**config.mk**
```make
export PLATFORM = sky130hd
export DESIGN_NAME = fetch_unit_flat
export DESIGN_NICKNAME = d
export VERILOG_FILES = /design/src/rtl/fetch_unit_if.sv /design/src/rtl/fetch_unit.sv /design/src/flat_wrapper.sv
export SDC_FILE = /design/constraint.sdc
export NUM_CORES = 1
export LEC_CHECK = 0
export BUFFER_PORTS_ARGS = -buffer_cell sky130_fd_sc_hd__buf_2
export CORE_UTILIZATION = 63
export CTS_BUF_LIST = sky130_fd_sc_hd__clkbuf_8 sky130_fd_sc_hd__clkbuf_16
export CTS_CLUSTER_SIZE = 30
export DETAILED_ROUTE_END_ITERATION = 8
export HOLD_SLACK_MARGIN = 0.15
export PLACE_DENSITY = 0.9
export SLEW_MARGIN = 10
export SYNTH_ARGS = -nofsm -noshare
export SYNTH_HDL_FRONTEND = slang
export SYNTH_SLANG_ARGS = --single-unit
```
**constraint.sdc**
```tcl
create_clock -name clk_in -period 5.2 [get_ports clk_in]
set_input_delay 0.78 -clock clk_in [delete_from_list [all_inputs] [get_ports clk_in]]
set_output_delay 0.78 -clock clk_in [all_outputs]
set_load 0.01 [all_outputs]
```
**src/rtl/fetch_unit_if.sv**
```systemverilog
// fetch_unit_if: bus bundle between the fetch stage and its neighbours
// (instruction cache, branch predictor, instruction queue, commit redirect).
//   icache_req_*   : one-cycle fetch request pulse + address (fetch -> cache)
//   icache_rsp_*   : returned instruction word (cache -> fetch)
//   pred_addr      : predictor index of the in-flight fetch (fetch -> predictor)
//   pred_taken     : predictor direction for pred_addr (predictor -> fetch)
//   iq_full        : queue back-pressure (queue -> fetch)
//   iq_*           : one-cycle push of a decoded entry (fetch -> queue)
//   redirect_*     : mispredict flush with the correct PC (commit -> fetch)
// master = fetch unit side, slave = environment side.
interface fetch_unit_if #(
  parameter int LOCAL_WIDTH = 10
);
  logic                   icache_req_valid;
  logic [31:0]            icache_req_addr;
  logic                   icache_rsp_valid;
  logic [31:0]            icache_rsp_instr;
  logic [LOCAL_WIDTH-1:0] pred_addr;
  logic                   pred_taken;
  logic                   iq_full;
  logic                   iq_valid;
  logic [31:0]            iq_instr;
  logic [31:0]            iq_pc;
  logic                   iq_pred_taken;
  logic [31:0]            iq_next_pc;
  logic                   redirect_valid;
  logic [31:0]            redirect_pc;

  modport master (
    output icache_req_valid, icache_req_addr, pred_addr,
           iq_valid, iq_instr, iq_pc, iq_pred_taken, iq_next_pc,
    input  icache_rsp_valid, icache_rsp_instr, pred_taken, iq_full,
           redirect_valid, redirect_pc
  );

  modport slave (
    input  icache_req_valid, icache_req_addr, pred_addr,
           iq_valid, iq_instr, iq_pc, iq_pred_taken, iq_next_pc,
    output icache_rsp_valid, icache_rsp_instr, pred_taken, iq_full,
           redirect_valid, redirect_pc
  );
endinterface

```
**src/rtl/fetch_unit.sv**
```systemverilog
// fetch_unit: instruction-fetch stage. Keeps the PC, issues one icache
// request at a time, pre-decodes JAL / conditional branches in the returned
// word, consults the predictor and pushes {instr, pc, taken, next_pc} to the
// instruction queue. Commit redirects override everything.
// Ports:
//   clk_in  : clock
//   rst_in  : asynchronous active-low reset
//   rdy_in  : global stall; while low nothing changes and inputs are ignored
//   bus     : fetch_unit_if.master (cache, predictor, queue, redirect)
module fetch_unit #(
  parameter logic [31:0] RESET_PC    = 32'h0,
  parameter int          LOCAL_WIDTH = 10
) (
  input  logic         clk_in,
  input  logic         rst_in,
  input  logic         rdy_in,
  fetch_unit_if.master bus
);

  typedef enum logic [1:0] {IDLE, WAIT, HOLD, DRAIN} state_t;

  typedef struct packed {
    logic [31:0] instr;
    logic [31:0] pc;
    logic        taken;
    logic [31:0] next_pc;
  } iq_entry_t;

  localparam iq_entry_t ENTRY_ZERO = '0;

  state_t      state_q, state_d;
  logic [31:0] pc_q, pc_d;
  iq_entry_t   hold_q, hold_d;
  iq_entry_t   iq_q, iq_d;
  logic        iq_valid_q, iq_valid_d;
  logic        req_valid_q, req_valid_d;
  logic [31:0] req_addr_q, req_addr_d;

  logic      rsp, full, redir;
  iq_entry_t dec;
  logic [31:0] imm_j, imm_b;
  logic [6:0]  opcode;
  logic [31:0] ins;

  assign rsp   = bus.icache_rsp_valid;
  assign full  = bus.iq_full;
  assign redir = bus.redirect_valid;
  assign ins   = bus.icache_rsp_instr;

  // pc_q only moves past the in-flight fetch when its response is consumed,
  // so the index stays stable for the whole WAIT window.
  assign bus.pred_addr = pc_q[LOCAL_WIDTH+1:2];

  // pre-decode of the returned word against the PC of the in-flight fetch
  assign opcode = ins[6:0];
  assign imm_j  = {{12{ins[31]}}, ins[19:12], ins[20], ins[30:21], 1'b0};
  assign imm_b  = {{20{ins[31]}}, ins[7], ins[30:25], ins[11:8], 1'b0};

  always_comb begin
    dec         = ENTRY_ZERO;
    dec.instr   = ins;
    dec.pc      = pc_q;
    dec.taken   = 1'b0;
    dec.next_pc = pc_q + 32'd4;
    if (opcode == 7'b1101111) begin
      dec.taken   = 1'b1;
      dec.next_pc = pc_q + imm_j;
    end else if (opcode == 7'b1100011) begin
      dec.taken   = bus.pred_taken;
      dec.next_pc = bus.pred_taken ? pc_q + imm_b : pc_q + 32'd4;
    end
  end

  // state register
  always_ff @(posedge clk_in or negedge rst_in) begin
    if (!rst_in)     state_q <= IDLE;
    else if (rdy_in) state_q <= state_d;
  end

  // next state
  always_comb begin
    state_d = state_q;
    if (redir) begin
      // A redirect with the response already here needs no drain; this also
      // covers DRAIN, otherwise the consumed response would never come back.
      unique case (state_q)
        WAIT, DRAIN: state_d = rsp ? IDLE : DRAIN;
        default:     state_d = IDLE;
      endcase
    end else begin
      unique case (state_q)
        IDLE:    if (!full) state_d = WAIT;
        WAIT:    if (rsp)   state_d = full ? HOLD : IDLE;
        HOLD:    if (!full) state_d = IDLE;
        DRAIN:   if (rsp)   state_d = IDLE;
        default:            state_d = IDLE;
      endcase
    end
  end

  // next values of the registered outputs, PC and hold buffer
  always_comb begin
    pc_d        = pc_q;
    hold_d      = hold_q;
    iq_d        = iq_q;
    iq_valid_d  = 1'b0;
    req_valid_d = 1'b0;
    req_addr_d  = req_addr_q;
    if (redir) begin
      pc_d   = bus.redirect_pc;
      hold_d = ENTRY_ZERO;
    end else begin
      unique case (state_q)
        IDLE: if (!full) begin
          req_valid_d = 1'b1;
          req_addr_d  = pc_q;
        end
        WAIT: if (rsp) begin
          pc_d = dec.next_pc;
          if (!full) begin
            iq_valid_d = 1'b1;
            iq_d       = dec;
          end else begin
            hold_d = dec;
          end
        end
        HOLD: if (!full) begin
          iq_valid_d = 1'b1;
          iq_d       = hold_q;
        end
        default: ;
      endcase
    end
  end

  always_ff @(posedge clk_in or negedge rst_in) begin
    if (!rst_in) begin
      pc_q        <= RESET_PC;
      hold_q      <= ENTRY_ZERO;
      iq_q        <= ENTRY_ZERO;
      iq_valid_q  <= 1'b0;
      req_valid_q <= 1'b0;
      req_addr_q  <= 32'h0;
    end else if (rdy_in) begin
      pc_q        <= pc_d;
      hold_q      <= hold_d;
      iq_q        <= iq_d;
      iq_valid_q  <= iq_valid_d;
      req_valid_q <= req_valid_d;
      req_addr_q  <= req_addr_d;
    end
  end

  assign bus.icache_req_valid = req_valid_q;
  assign bus.icache_req_addr  = req_addr_q;
  assign bus.iq_valid         = iq_valid_q;
  assign bus.iq_instr         = iq_q.instr;
  assign bus.iq_pc            = iq_q.pc;
  assign bus.iq_pred_taken    = iq_q.taken;
  assign bus.iq_next_pc       = iq_q.next_pc;

endmodule

```
**src/flat_wrapper.sv**
```systemverilog
// flat-port wrapper written by rule: the top's interface ports become plain ports
module fetch_unit_flat 
#(
  parameter logic [31:0] RESET_PC    = 32'h0,
  parameter int          LOCAL_WIDTH = 10
)
  (clk_in, rst_in, rdy_in, bus_icache_req_valid, bus_icache_req_addr, bus_pred_addr, bus_iq_valid, bus_iq_instr, bus_iq_pc, bus_iq_pred_taken, bus_iq_next_pc, bus_icache_rsp_valid, bus_icache_rsp_instr, bus_pred_taken, bus_iq_full, bus_redirect_valid, bus_redirect_pc);
  fetch_unit_if #(.LOCAL_WIDTH(LOCAL_WIDTH)) bus_i ();
  input  logic clk_in;
  input  logic rst_in;
  input  logic rdy_in;
  output wire logic [$bits(bus_i.icache_req_valid)-1:0] bus_icache_req_valid;
  output wire logic [$bits(bus_i.icache_req_addr)-1:0] bus_icache_req_addr;
  output wire logic [$bits(bus_i.pred_addr)-1:0] bus_pred_addr;
  output wire logic [$bits(bus_i.iq_valid)-1:0] bus_iq_valid;
  output wire logic [$bits(bus_i.iq_instr)-1:0] bus_iq_instr;
  output wire logic [$bits(bus_i.iq_pc)-1:0] bus_iq_pc;
  output wire logic [$bits(bus_i.iq_pred_taken)-1:0] bus_iq_pred_taken;
  output wire logic [$bits(bus_i.iq_next_pc)-1:0] bus_iq_next_pc;
  input wire logic [$bits(bus_i.icache_rsp_valid)-1:0] bus_icache_rsp_valid;
  input wire logic [$bits(bus_i.icache_rsp_instr)-1:0] bus_icache_rsp_instr;
  input wire logic [$bits(bus_i.pred_taken)-1:0] bus_pred_taken;
  input wire logic [$bits(bus_i.iq_full)-1:0] bus_iq_full;
  input wire logic [$bits(bus_i.redirect_valid)-1:0] bus_redirect_valid;
  input wire logic [$bits(bus_i.redirect_pc)-1:0] bus_redirect_pc;
  assign bus_icache_req_valid = bus_i.icache_req_valid;
  assign bus_icache_req_addr = bus_i.icache_req_addr;
  assign bus_pred_addr = bus_i.pred_addr;
  assign bus_iq_valid = bus_i.iq_valid;
  assign bus_iq_instr = bus_i.iq_instr;
  assign bus_iq_pc = bus_i.iq_pc;
  assign bus_iq_pred_taken = bus_i.iq_pred_taken;
  assign bus_iq_next_pc = bus_i.iq_next_pc;
  assign bus_i.icache_rsp_valid = bus_icache_rsp_valid;
  assign bus_i.icache_rsp_instr = bus_icache_rsp_instr;
  assign bus_i.pred_taken = bus_pred_taken;
  assign bus_i.iq_full = bus_iq_full;
  assign bus_i.redirect_valid = bus_redirect_valid;
  assign bus_i.redirect_pc = bus_redirect_pc;
  fetch_unit #(.RESET_PC(RESET_PC), .LOCAL_WIDTH(LOCAL_WIDTH)) u_core (.clk_in(clk_in), .rst_in(rst_in), .rdy_in(rdy_in), .bus(bus_i));
endmodule
```
==> Word-level counts from Yosys, hierarchy flattened <==
Index checks and enable logic that the tools add are counted.
{ "totals": {"input_bits": 71, "out_inout_bits": 141, "elab_cells": 70, "regBits": 262} }
{ "classes": {"n_reduce_logical": 11, "addsub": 3, "bitwise_logic": 2, "n_eq_ne": 12, "muxes": 29} }
{ "op_table": {"columns": ["op", "n"], "rows": [
  ["$mux 97", 7],
  ["$pmux 97 s2", 1],
  ["$mux 32", 4],
  ["$mux 33", 2],
  ["$add 32x32->32", 2],
  ["$add 32x3->32 const B", 1],
  ["$mux 2", 8],
  ["$eq 7x7->1 const B", 2],
  ["$ne 3x3->1 const B", 4],
  ["$pmux 2 s4", 1],
  ["$reduce_and 4->1", 2],
  ["$reduce_bool 2->1", 4],
  ["$ne 2x2->1 const B", 3],
  ["$reduce_and 6->1", 1],
  ["$mux 1", 5],
  ["$reduce_and 5->1", 1],
  ["$eq 2x2->1 const B", 2],
  ["$reduce_and 3->1", 1],
  ["$eq 2x1->1 const B", 1],
  ["$logic_not 2->1", 1],
  ["$not 1->1", 2],
  ["$pmux 1 s2", 1],
  ["$reduce_or 2->1", 1]
]} }

==> Longest topological paths before layout <==
Gate-level depths: netlist of run 1.
{ "logic_depth": {"depth_word": 8, "mapped_depth": 12, "mapped_depth_nobuf": 12} }

==> Worst setup path before layout of run 1 <==
Ideal clock, no wire load.
{ "synth_path": {"kind": "input to register", "start": "input port bus_icache_rsp_instr[21]", "end": "register u_core.iq_q, in the netlist u_core.bus.iq_next_pc[27]", "stages": 11, "arrival_ps": 3208, "slack_ps": 1909, "setup_time_ps": 83, "path_buffers": 0, "required_ps": 5117, "cell_sequence": "ha_1 > fa_1 > a21o_1 > a221o_1 > a22oi_1 > a211oi_1 > a31o_2 > a21oi_1 > mux2i_1 > o311ai_0 > o21ai_0"} }
{ "synth_between": {"elab_chain_len": 5} }
{ "synth_lines": {"columns": ["element", "line_no", "rtl"], "rows": [
  ["start, declared", "flat_wrapper.sv:21", "input wire logic [$bits(bus_i.icache_rsp_instr)-1:0] bus_icache_rsp_instr;"],
  ["$add 32x32->32", "fetch_unit.sv:67", "dec.next_pc = pc_q + imm_j;"],
  ["$mux 33", "fetch_unit.sv:65", "if (opcode == 7'b1101111) begin"],
  ["$mux 97", "fetch_unit.sv:120", "if (!full) begin"],
  ["$mux 97", "fetch_unit.sv:118", "WAIT: if (rsp) begin"],
  ["$pmux 97 s2", "fetch_unit.sv:113", "unique case (state_q)"],
  ["end signal, assigned", "fetch_unit.sv:147", "iq_q <= iq_d;"],
  ["end, declared", "fetch_unit.sv:34", "iq_entry_t iq_q, iq_d;"]
]} }
No other way between the ends. The select of a mux whose other input is x is not followed.
A chain may end at the register's enable or synchronous reset.

==> Final worst setup path of run 1 <==
{ "layout_path": {"start": "register u_core.pc_q[8]", "end": "register u_core.iq_q, in the netlist u_core.bus.iq_next_pc[27]"} }
{ "layout_between": {"elab_chain_len": 7, "word_cells_on_any_way": 9, "cone_classes": "add/sub (3); mux (6)"} }
{ "layout_lines": {"columns": ["element", "line_no", "rtl"], "rows": [
  ["start, declared", "fetch_unit.sv:32", "logic [31:0] pc_q, pc_d;"],
  ["start signal, assigned", "fetch_unit.sv:145", "pc_q <= pc_d;"],
  ["$add 32x3->32 or $add 32x32->32 (tied branches)", "fetch_unit.sv:64, fetch_unit.sv:70", null],
  ["$mux 32", "fetch_unit.sv:70", "dec.next_pc = bus.pred_taken ? pc_q + imm_b : pc_q + 32'd4;"],
  ["$mux 33", "fetch_unit.sv:68", "end else if (opcode == 7'b1100011) begin"],
  ["$mux 33 *", "fetch_unit.sv:65", null],
  ["$mux 97 *", "fetch_unit.sv:120", null],
  ["$mux 97 *", "fetch_unit.sv:118", null],
  ["$pmux 97 s2 *", "fetch_unit.sv:113", null]
]} }
Mark *: on every way between the ends. The rest lies on a longest branch, timed or not. The select of a mux whose other input is x is not followed.

==> results.sh, run 1 <==
export IMPL_cp_slowest_cell="o311ai_0"
export IMPL_drt_initial_drc_count=1274
export IMPL_slowest_delay_ns=0.68
export IMPL_rrSetupSlack_ns=1.39
export IMPL_min_period_ns=3.81
export IMPL_path_clk_slew_ns=0.06
export IMPL_critPathArrivalTime_ns=4.19
export IMPL_root_buffer="clkbuf_16"
export IMPL_hold_path_class="in2async"
export IMPL_power_density_nw_per_um2=541
export IMPL_r2r_end="u_core.bus.iq_next_pc[27]"
export IMPL_h_tree_depth=1
export IMPL_netlist_area_sq_um=14700
export IMPL_firstDrtPassIters=5
export IMPL_worst_path_buf_inv=0
export IMPL_postCtsSetupRepairBufs=0
export IMPL_finalSetupViolations=0
export IMPL_synth_xor_xnor_area_share_pct=3.04
export IMPL_chipHeight_microns=155
export IMPL_path_max_fanout=11
export IMPL_dieArea_sq_um=24000
export IMPL_nets=1804
export IMPL_synth_edf_count=0
export IMPL_synth_most_common_cell="dfrtp_1"
export IMPL_drive_gt1_share_pct=19.7
export IMPL_critPathTopFamily="compound AO/OA/AOI/OAI gates"
export IMPL_setup_slack_ns=1.39
export IMPL_die_x_microns=155
export IMPL_fin_skew_ns=0.0127
export IMPL_diodes=0
export IMPL_final_area_sq_um=16700
export IMPL_num_rows=55
export IMPL_synth_common_cells="dfrtp_1, nand2_1, o21ai_0, clkbuf_1, a21oi_1"
export IMPL_reg2reg_from="u_core.pc_q[8]"
export IMPL_ys_top_cells_by_area="dfrtp_1, o21ai_0, mux2i_1"
export IMPL_synth_nets=1675
export IMPL_vias=13270
export IMPL_ys_warn_count=0
export IMPL_rsz0062_at_grt="no"
export IMPL_tns_ns=0
export IMPL_grt_pass1_vias=12869
export IMPL_cts_hold_buf=0
export IMPL_drcViolationCount=0
export IMPL_cp_data_required_time_ns=5.58
export IMPL_core_area_sq_um=22800
export IMPL_syn_avg_cell_area_sq_um=9.47
export IMPL_numCtsBuffers=27
export IMPL_finalHoldViolations=0
export IMPL_whs_ns=0.279
export IMPL_wl_microns=44600
export IMPL_cts_repair_resized=0
export IMPL_synth_adder_area_share_pct=4.44
export IMPL_insertion_delay_ns=0.56
export IMPL_synthFlopType="dfrtp_1"
export IMPL_start_util_pct=64.6
export IMPL_globalplace_congestion=1.00
export IMPL_slew_headroom_pct=21.3
export IMPL_cp_common_cell="a21oi_1"
export IMPL_netlist_area_leader_share_pct=44.2
export IMPL_synth_compound_area_share_pct=22.1
export IMPL_grt_use_total_pct=37.6
export IMPL_fmax_mhz=262
export IMPL_antenna_found_initial=0
export IMPL_ant_nets=0
export IMPL_grt_overflow_total=0
export IMPL_cts_tree="done"
export IMPL_pre_cts_ws_ns=1.15
export IMPL_reg2reg_depth=9
export IMPL_grt_max_degree=125
export IMPL_syn_inst=1553
export IMPL_synth_top_area_cell="dfrtp_1"
export IMPL_cp_cell_sequence="ha_1 > a21o_1 > a221o_1 > nor3_1 > a21oi_1 > a21oi_1 > o21bai_1 > o311ai_0 > o21ai_0"
export IMPL_drv_slew=0
export IMPL_p_leak_uw=0.00792
export IMPL_io_buffer_count=211
export IMPL_synthMuxAreaShare_pct=8.42
export IMPL_yosys_area_share_simple_pct=13.6
export IMPL_synth_top_family_by_area="compound AO/OA/AOI/OAI gates"
export IMPL_syn_to_final_growth_pct=13.7
export IMPL_cp_start_kind="flop"
export IMPL_cts_buffer_depth=3
export IMPL_placed_cell_area_sq_um=15800
export IMPL_wl_per_cell_microns=22.2
export IMPL_grt_pass1_wl_microns=70400
export IMPL_synth_seq_cells=260
export IMPL_cap_violations=0
export IMPL_dp_hpwl_microns=30700
export IMPL_min_period_over_period_pct=73.3
export IMPL_ioPinCount=212
export IMPL_tightest_slew_ns=1.18
export IMPL_synth_async_reset_ratio_pct=100
export IMPL_cts_sinks=260
export IMPL_synth_seq_area_share_pct=44.2
export IMPL_path_class="reg2reg"
export IMPL_status="finished clean"
export IMPL_ir_drop_mv=0.350
export IMPL_end_kind="flop"
export IMPL_synth_cell_types=74
export IMPL_vias_per_cell=6.60
-- worst reg2reg max path, stage by stage, from the launching register on --
cell,delay (ns)
dfrtp_1,0.67
ha_1,0.44
a21o_1,0.24
a221o_1,0.44
nor3_1,0.22
a21oi_1,0.19
a21oi_1,0.40
o21bai_1,0.14
o311ai_0,0.68
o21ai_0,0.23
-- power by group --
part           leakage (uW)  internal (uW)  switching [uW]
sequential          0.00334           2700             638
clock              0.000467           1160             805
combinational       0.00411           1530            2220
total               0.00792           5390            3660
-- how the worst max path moves through the flow --
stage	start	endpoint	slack [ns]	cells past startpoint
2_1_floorplan	bus_icache_rsp_instr[21]	u_core.bus.iq_next_pc[27]	1.91	11
3_3_place_gp	bus_icache_rsp_instr[21]	u_core.hold_q[27]	1.17	12
3_5_place_dp	bus_icache_rsp_instr[21]	u_core.bus.iq_next_pc[27]	1.15	12
4_1_cts	u_core.pc_q[1]	u_core.bus.iq_next_pc[27]	1.45	11
5_1_grt	u_core.pc_q[8]	u_core.bus.iq_next_pc[27]	1.22	9
6_report	u_core.pc_q[8]	u_core.bus.iq_next_pc[27]	1.39	9
-- routing by layer --
layer  GRT usage (%)  wire length, microns  up-vias
met4            18.8                  2270        0
met3            6.19                  3790      164
li1                -                     -     5894
met5               0                     0        -
met1            48.5                 17500     6444
met2            61.7                 21100      768
-- placed cells by master (no fill, tap or decap), types with 5 or more instances in the layout --
cell type,count
dfrtp_1,260
buf_2,210
nand2_1,201
o21ai_0,166
a21oi_1,94
mux2i_1,81
a22o_1,70
nor2_1,70
ha_1,48
mux2_2,38
and3_1,36
xnor2_1,31
nand3_1,27
clkbuf_16,27
inv_1,24
a21o_1,24
nor3_1,22
nand4_1,21
xor2_1,20
o211ai_1,16
a211oi_1,15
a31oi_1,14
o31ai_1,13
buf_4,13
and2_1,9
nand2b_1,9
nor2b_1,8
o22ai_1,8
o21a_1,8
and4_1,7
a221o_1,6
clkbuf_8,5
clkinv_2,5
-- cells by family (layout without fill, tap and decap cells) --
kind of cell	Yosys count	count (layout)
AOI/OAI and AO/OA	494	494
and+or+nand+nor	432	432
DFF	260	260
buffers and inverters	146	292
muxes	119	119
adders and majority gates	51	51
xor gates and xnor gates	51	51
-- state kept, by name, summed over array words and instances, names as in the netlist --
signal                       cells
u_core.bus.iq_pc                32
u_core.bus.icache_req_valid      1
u_core.bus.icache_req_addr      32
u_core.bus.iq_instr             32
u_core.bus.iq_next_pc           31
u_core.hold_q                   96
u_core.bus.iq_valid              1
u_core.pc_q                     32
u_core.state_q                   2
u_core.bus.iq_pred_taken         1
-- layout make-up --
cell class	instances	area, sq um
flip-flops and latches	260	6510
fillers	1634	6050
inverters	19	71.3
repair buffers	227	1220
multi-input cells	1147	7640
clock buffers	32	744
well taps	313	392
clock inverters	14	154
-- through the flow --
stage / util, % / std cells / total power (uW)
2_1_floorplan: - / 1553 / 5680
3_3_place_gp: 69.5 / 1966 / 6880
3_5_place_dp: 69.5 / 1966 / 7010
4_1_cts: 73.4 / 2012 / 9020
5_1_grt: 73.4 / 2012 / 9530
6_report: 73.4 / 2012 / 9050
(Power assumes the default switching activity.)
==> inputs of run 2 (changes only) <==
--- a/config.mk
+++ b/config.mk
@@ -5,13 +5,14 @@
 export SDC_FILE = /design/constraint.sdc
 export NUM_CORES = 1
 export LEC_CHECK = 0
+export ABC_AREA = 1
 export BUFFER_PORTS_ARGS = -buffer_cell sky130_fd_sc_hd__buf_2
-export CORE_UTILIZATION = 63
+export CORE_UTILIZATION = 53
 export CTS_BUF_LIST = sky130_fd_sc_hd__clkbuf_8 sky130_fd_sc_hd__clkbuf_16
 export CTS_CLUSTER_SIZE = 30
 export DETAILED_ROUTE_END_ITERATION = 8
 export HOLD_SLACK_MARGIN = 0.15
-export PLACE_DENSITY = 0.9
+export PLACE_DENSITY = 0.8
 export SLEW_MARGIN = 10
 export SYNTH_ARGS = -nofsm -noshare
 export SYNTH_HDL_FRONTEND = slang
==> constraint.sdc (replaced) <==
create_clock -name clk_in -period 3.5 [get_ports clk_in]
set_input_delay 0.525 -clock clk_in [delete_from_list [all_inputs] [get_ports clk_in]]
set_output_delay 0.525 -clock clk_in [all_outputs]
set_load 0.01 [all_outputs]
==> run 2 against run 1 <==
  * Clock-buffer cell count down 2
  * Combinational power up 100%
  * Routed wire length up 21%
  * First-iteration DRC count up 47%
  * Area after synthesis up 7.4%
  * Cell area up 7.5%
  * Hold slack worse by 0.023 ns
  * Critical endpoint is now u_core.pc_q[28]
==> results.sh, run 2 <==
export IMPL_status="finished clean"
export IMPL_synth_seq_area_share_pct=41.2
export IMPL_path_class="reg2reg"
export IMPL_rsz0062_at_grt="no"
export IMPL_instances_no_fill=2801
export IMPL_swShare_pct=47.4
export IMPL_drcViolationCount=0
export IMPL_grt_max_degree=175
export IMPL_dieArea_sq_um=30500
export IMPL_vias=16070
export IMPL_cp_common_cell="nand2_1"
export IMPL_p_int_uw=8030
export IMPL_largest_reg_flops=96
export IMPL_io_buffer_count=211
export IMPL_cp_cell_sequence="ha_1 > nand2_1 > inv_1 > a21oi_1 > nand3_1 > nand2_1 > nand2_1 > nand2_1 > nand3_1 > nand2_1 > nand2_1 > nand2_1 > nand2_1 > a21oi_1"
export IMPL_path_max_fanout=9
export IMPL_multi_input_area_sq_um=7980
export IMPL_min_period_ns=2.94
export IMPL_drive_gt1_share_pct=14.1
export IMPL_final_fill_count=2639
export IMPL_cts_buffer_depth=3
export IMPL_synth_seq_cells=260
export IMPL_finalSetupViolations=0
export IMPL_synth_most_common_cell="nand2_1"
export IMPL_synth_cell_types=44
export IMPL_synth_nets=2356
export IMPL_cp_data_required_time_ns=3.97
export IMPL_h_tree_depth=1
export IMPL_pwr_share_clk_pct=17.2
export IMPL_vias_per_cell=5.74
export IMPL_tightest_slew_ns=0.957
export IMPL_cts_tree="done"
export IMPL_path_clk_slew_ns=0.06
export IMPL_seqPwrFrac_pct=33.4
export IMPL_finalHoldViolations=0
export IMPL_ant_nets=0
export IMPL_synth_async_reset_ratio_pct=100
export IMPL_dp_hpwl_microns=40600
export IMPL_netlist_area_sq_um=15800
export IMPL_nets=2519
export IMPL_setup_slack_ns=0.561
export IMPL_end_kind="flop"
export IMPL_placedCellCount=2752
export IMPL_globalplace_congestion=1.03
export IMPL_combPwrFrac_pct=49.4
export IMPL_grt_use_total_pct=35.6
export IMPL_core_area_sq_um=29000
export IMPL_fin_skew_ns=0.0184
export IMPL_synthFlopType="dfrtp_1"
export IMPL_cts_repair_resized=0
export IMPL_wl_per_cell_microns=19.3
export IMPL_pre_cts_ws_ns=0.550
export IMPL_syn_avg_cell_area_sq_um=7.07
export IMPL_min_period_over_period_pct=84.0
export IMPL_tns_ns=0
export IMPL_die_x_microns=175
export IMPL_cts_sinks=260
export IMPL_cp_slowest_cell="dfrtp_1"
export IMPL_netlist_area_leader_share_pct=41.2
export IMPL_firstDrtPassIters=6
export IMPL_insertion_delay_ns=0.55
export IMPL_grt_pass1_vias=15252
export IMPL_numCtsBuffers=26
export IMPL_slew_headroom_pct=36.2
export IMPL_ioPinCount=212
export IMPL_diodes=0
export IMPL_layout_common_cells="nand2_1, o21ai_0, dfrtp_1"
export IMPL_p_sw_uw=7220
export IMPL_fmax_mhz=340
export IMPL_seqCellArea_sq_um=6510
export IMPL_synth_common_cells="nand2_1, o21ai_0, dfrtp_1, inv_1, nor2_1"
export IMPL_grt_pass1_wl_microns=84900
export IMPL_root_buffer="clkbuf_16"
export IMPL_num_rows=62
export IMPL_synth_top_area_cell="dfrtp_1"
export IMPL_critPathArrivalTime_ns=3.41
export IMPL_postCtsSetupRepairBufs=0
export IMPL_drt_initial_drc_count=1875
export IMPL_mostFrequentLayoutCell="nand2_1"
export IMPL_syn_inst=2234
export IMPL_slowest_delay_ns=0.60
export IMPL_top_register="u_core.hold_q"
export IMPL_wl_microns=54200
export IMPL_start_util_pct=54.5
export IMPL_ys_top_cells_by_area="dfrtp_1, nand2_1, o21ai_0"
export IMPL_drv_slew=0
export IMPL_chipHeight_microns=175
export IMPL_grt_overflow_total=0
export IMPL_ys_warn_count=0
export IMPL_synth_edf_count=0
export IMPL_ir_drop_mv=0.413
export IMPL_p_leak_uw=0.00941
export IMPL_cts_hold_buf=1
export IMPL_cap_violations=0
export IMPL_syn_to_final_growth_pct=13.8
export IMPL_hold_path_class="in2reg"
export IMPL_cp_start_kind="flop"
export IMPL_antenna_found_initial=0
export IMPL_power_density_nw_per_um2=848
[run 2: critical path, delay by kind of cell (launching register included)]
| kind | cells | cell delay (ns) |
|---|---|---|
| buffers and inverters | 1 | 0.06 |
| adder cells (fa/ha/maj) | 1 | 0.39 |
| flip-flops | 1 | 0.60 |
| AND/OR/NAND/NOR | 10 | 1.28 |
| AO/OA/AOI/OAI | 2 | 0.51 |
[run 2: metrics by stage]
stage / util (%) / cell area (sq um) / total power [uW] / hold WS (ns)
finish: 62.0 / 18000 / 15200 / 0.256
CTS: 62.0 / 18000 / 15100 / 0.249
global placement: 59.2 / 17200 / 12300 / 0.460
floorplan: - / 15800 / 9670 / 0.229
global route: 62.0 / 18000 / 16300 / 0.270
detailed placement: 59.2 / 17200 / 12500 / 0.462
[run 2: cell type report]
class	instances	area share, %
clock buffer	30	3.92
clock inverter	18	0.550
inverter	230	4.81
multi-input combinational	1638	44.4
sequential	260	36.2
tap	384	2.67
timing repair buffer	241	7.47
[run 2: power groups by stage]
stage	Clock [uW]	Combinational (uW)	Sequential [uW]
4_1_cts	2650	7440	5060
5_1_grt	2770	8370	5190
6_report	2630	7530	5090
2_1_floorplan	0	4520	5160
3_3_place_gp	0	7240	5060
3_5_place_dp	0	7390	5090
[run 2: path summary, 6_finish.rpt]
path,slack (ns),to,startpoint,depth (start not counted)
setup / recovery,0.56,u_core.pc_q[28],u_core.pc_q[11],14
hold reg to reg,0.48,u_core.bus.iq_next_pc[16],u_core.bus.iq_next_pc[16],2
hold / removal,0.26,u_core.pc_q[0],bus_redirect_pc[0],3
max in group asynchronous,2.04,u_core.bus.iq_pc[10],rst_in,3
min in group asynchronous,0.56,u_core.bus.iq_instr[30],rst_in,2
setup reg to reg,0.56,u_core.pc_q[28],u_core.pc_q[11],14
[run 2: cells by family after synthesis]
family | Yosys count | share of synthesized area [%]
DFF | 260 | 41.2
buffers and inverters | 336 | 8.42
adders and majority gates | 51 | 4.13
AOI/OAI and AO/OA | 530 | 17.7
and+or+nand+nor | 1036 | 27.5
xor gates and xnor gates | 21 | 1.16
[run 2: metal layers]
layer	track usage, %	share of wire (%)
met4	15.9	4.5
met5	0	0
met2	56.7	46
met1	48.6	41
met3	4.66	8.4
==> inputs of run 3 (changes only) <==
--- a/config.mk
+++ b/config.mk
@@ -5,14 +5,14 @@
 export SDC_FILE = /design/constraint.sdc
 export NUM_CORES = 1
 export LEC_CHECK = 0
-export ABC_AREA = 1
+export ABC_AREA = 0
 export BUFFER_PORTS_ARGS = -buffer_cell sky130_fd_sc_hd__buf_2
-export CORE_UTILIZATION = 53
+export CORE_UTILIZATION = 58
 export CTS_BUF_LIST = sky130_fd_sc_hd__clkbuf_8 sky130_fd_sc_hd__clkbuf_16
 export CTS_CLUSTER_SIZE = 30
 export DETAILED_ROUTE_END_ITERATION = 8
 export HOLD_SLACK_MARGIN = 0.15
-export PLACE_DENSITY = 0.8
+export PLACE_DENSITY = 0.84
 export SLEW_MARGIN = 10
 export SYNTH_ARGS = -nofsm -noshare
 export SYNTH_HDL_FRONTEND = slang
==> constraint.sdc (replaced) <==
create_clock -name clk_in -period 2.8 [get_ports clk_in]
set_input_delay 0.42 -clock clk_in [delete_from_list [all_inputs] [get_ports clk_in]]
set_output_delay 0.42 -clock clk_in [all_outputs]
set_load 0.01 [all_outputs]
==> run 3 against run 2 <==
  * The run now ends with negative setup slack left
  * Register-to-register slack lost 0.86 ns
  * Non-clock buffer count increased by 269
  * Global-route usage up 5.3 points
  * Sequential share of layout area is 3.9 points lower
  * Die area is 15% lower
  * First-iteration DRC count shrank 3.3%
  * Worst setup slack got worse by 0.86 ns
  * Clock-buffer cell count up 3
  * Hold slack got worse by 0.096 ns
  * Flip-flop and latch count did not move
  * Total power is 30% higher
  * Highest routed layer is now met5
==> results.sh, run 3 (synthesized netlist as in run 1, its figures left out) <==
export IMPL_path_max_fanout=4
export IMPL_vias=15220
export IMPL_io_buffer_count=211
export IMPL_grt_pass1_vias=15081
export IMPL_cts_tree="done"
export IMPL_h_tree_depth=1
export IMPL_setup_slack_ns=-0.300
export IMPL_antenna_found_initial=1
export IMPL_finalHoldViolations=0
export IMPL_cp_slowest_cell="dfrtp_2"
export IMPL_start_util_pct=59.8
export IMPL_insertion_delay_ns=0.58
export IMPL_min_to="u_core.hold_q[80]"
export IMPL_fin_util_pct=82.1
export IMPL_path_clk_slew_ns=0.07
export IMPL_rsz0062_at_grt="yes"
export IMPL_globalplace_congestion=0.960
export IMPL_reg2reg_depth=11
export IMPL_drv_slew=0
export IMPL_dp_hpwl_microns=35700
export IMPL_nets=2087
export IMPL_min_period_over_period_pct=111
export IMPL_hold_start="bus_icache_rsp_instr[15]"
export IMPL_drt_initial_drc_count=1813
export IMPL_cp_start_kind="flop"
export IMPL_ant_nets=0
export IMPL_numCtsBuffers=27
export IMPL_cts_sinks=260
export IMPL_top_register="u_core.hold_q"
export IMPL_hold_path_cell_count=2
export IMPL_violations="negative setup slack"
export IMPL_largest_reg_flops=96
export IMPL_dieArea_sq_um=26000
export IMPL_layout_common_cells="buf_4, dfrtp_1, buf_2"
export IMPL_power_density_nw_per_um2=985
export IMPL_wl_per_cell_microns=24.1
export IMPL_cts_buffer_depth=3
export IMPL_seqPwrFrac_pct=30.0
export IMPL_hold_path_class="in2reg"
export IMPL_p_sw_uw=8150
export IMPL_root_buffer="clkbuf_16"
export IMPL_diodes=0
export IMPL_critPathArrivalTime_ns=3.54
export IMPL_status="finished, violations left"
export IMPL_pwr_share_clk_pct=19.3
export IMPL_firstDrtPassIters=5
export IMPL_reg2reg_from="u_core.pc_q[1]"
export IMPL_slowest_delay_ns=0.50
export IMPL_min_period_ns=3.10
export IMPL_drive_gt1_share_pct=38.3
export IMPL_cp_cell_sequence="ha_4 > fa_2 > a21o_1 > a221o_2 > a21oi_4 > o22ai_4 > nor2_4 > a22oi_2 > a2111oi_4 > a311oi_2 > a221o_1"
export IMPL_grt_pass1_wl_microns=83300
export IMPL_r2r_end="u_core.bus.iq_next_pc[25]"
export IMPL_swShare_pct=41.0
export IMPL_cap_violations=0
export IMPL_final_fill_count=1375
export IMPL_die_x_microns=161
export IMPL_num_rows=57
export IMPL_placed_cell_area_sq_um=17700
export IMPL_slew_headroom_pct=51.0
export IMPL_tns_ns=-8.33
export IMPL_fin_skew_ns=0.0266
export IMPL_combPwrFrac_pct=50.7
export IMPL_p_leak_uw=0.00952
export IMPL_final_area_sq_um=20200
export IMPL_ir_drop_mv=0.721
export IMPL_core_area_sq_um=24600
export IMPL_tightest_slew_ns=0.736
export IMPL_p_int_uw=11700
export IMPL_wl_microns=55700
export IMPL_rrSetupSlack_ns=-0.30
export IMPL_ioPinCount=212
export IMPL_cp_data_required_time_ns=3.24
export IMPL_syn_to_final_growth_pct=37.3
export IMPL_mostFrequentLayoutCell="buf_4"
export IMPL_grt_use_total_pct=41.0
export IMPL_end_kind="flop"
export IMPL_fmax_mhz=323
export IMPL_chipHeight_microns=161
export IMPL_drcViolationCount=0
export IMPL_finalSetupViolations=69
export IMPL_vias_per_cell=6.59
export IMPL_grt_max_degree=112
export IMPL_grt_overflow_total=0
export IMPL_path_class="reg2reg"
[run 3: cell count changes in the layout (fill, tap and decap cells not counted), moves of 34 or more]
| cell | previous run | this run |
|---|---|---|
| inv_1 | 227 | 23 |
| buf_4 | 25 | 263 |
| and3_1 | 0 | 34 |
| mux2i_1 | 0 | 80 |
| nand3_1 | 111 | 26 |
| a22o_1 | 0 | 70 |
| a21oi_1 | 120 | 65 |
| mux2_2 | 0 | 36 |
| nand2_1 | 658 | 199 |
| nor2_1 | 170 | 62 |
| o21ai_0 | 322 | 126 |
[run 3: worst max-delay path by stage]
| stage | from | to | slack (ns) | depth (start not counted) |
|---|---|---|---|---|
| after floorplan | u_core.pc_q[1] | u_core.bus.iq_next_pc[25] | -0.06 | 11 |
| after global placement | bus_icache_rsp_instr[8] | u_core.hold_q[31] | -0.32 | 13 |
| after detailed placement | bus_icache_rsp_instr[8] | u_core.hold_q[31] | -0.43 | 13 |
| after CTS | u_core.pc_q[1] | u_core.bus.iq_next_pc[25] | -0.20 | 11 |
| after global routing | u_core.pc_q[1] | u_core.bus.iq_next_pc[25] | -0.36 | 11 |
| final | u_core.pc_q[1] | u_core.bus.iq_next_pc[25] | -0.30 | 11 |
[run 3: stage by stage]
stage / std cells / power, uW / hold WS [ns] / setup slack, ns
2_1_floorplan: 1553 / 10600 / 0.124 / -0.0578
3_3_place_gp: 2215 / 14100 / 0.432 / -0.319
3_5_place_dp: 2215 / 14400 / 0.430 / -0.434
4_1_cts: 2294 / 18800 / 0.152 / -0.197
5_1_grt: 2309 / 20700 / 0.155 / -0.356
6_report: 2309 / 19900 / 0.160 / -0.300
[run 3: layout make-up]
| cell class | count | area, sq um | area share [%] |
|---|---|---|---|
| Clock buffer | 33 | 758 | 3.76 |
| Clock inverter | 16 | 176 | 0.874 |
| Sequential cell | 260 | 6520 | 32.3 |
| Multi-Input combinational cell | 1147 | 8740 | 43.3 |
| Inverter | 19 | 71.3 | 0.353 |
| Tap cell | 324 | 405 | 2.01 |
| Timing Repair Buffer | 510 | 3510 | 17.4 |
[run 3: power by group through the flow]
stage | clock, uW | combinational [uW] | sequential (uW)
floorplan | 0 | 4450 | 6120
global placement | 0 | 8240 | 5820
detailed placement | 0 | 8500 | 5890
CTS | 3830 | 9110 | 5890
global route | 3970 | 10700 | 6050
finish | 3830 | 10100 | 5970
[run 3: worst max-delay path: cells and delay by family (launching register included)]
kind	cells	cell delay (ns)
AO/OA/AOI/OAI	8	1.79
AND/OR/NAND/NOR	1	0.10
adder cells (fa/ha/maj)	2	0.56
flip-flops	1	0.50
[run 3: routing by layer]
| layer | vias to the layer above | global-route usage [%] | share of wire [%] |
|---|---|---|---|
| met3 | 287 | 7.78 | 10 |
| met1 | 7326 | 50.2 | 36 |
| met4 | 2 | 23.7 | 6.7 |
| li1 | 6483 | - | - |
| met2 | 1122 | 67.8 | 47 |
| met5 | - | 0 | 0.014 |
[run 3: repair_timing]
| item | CTS | global route |
|---|---|---|
| hold buffers | 15 | 0 |
| pin swaps | 45 | 64 |
| endpoints found under the setup margin | 61 | 70 |
| gates resized for setup | 113 | 127 |
| hold endpoints to repair | 84 | 0 |
| buffers inserted | 16 | 20 |
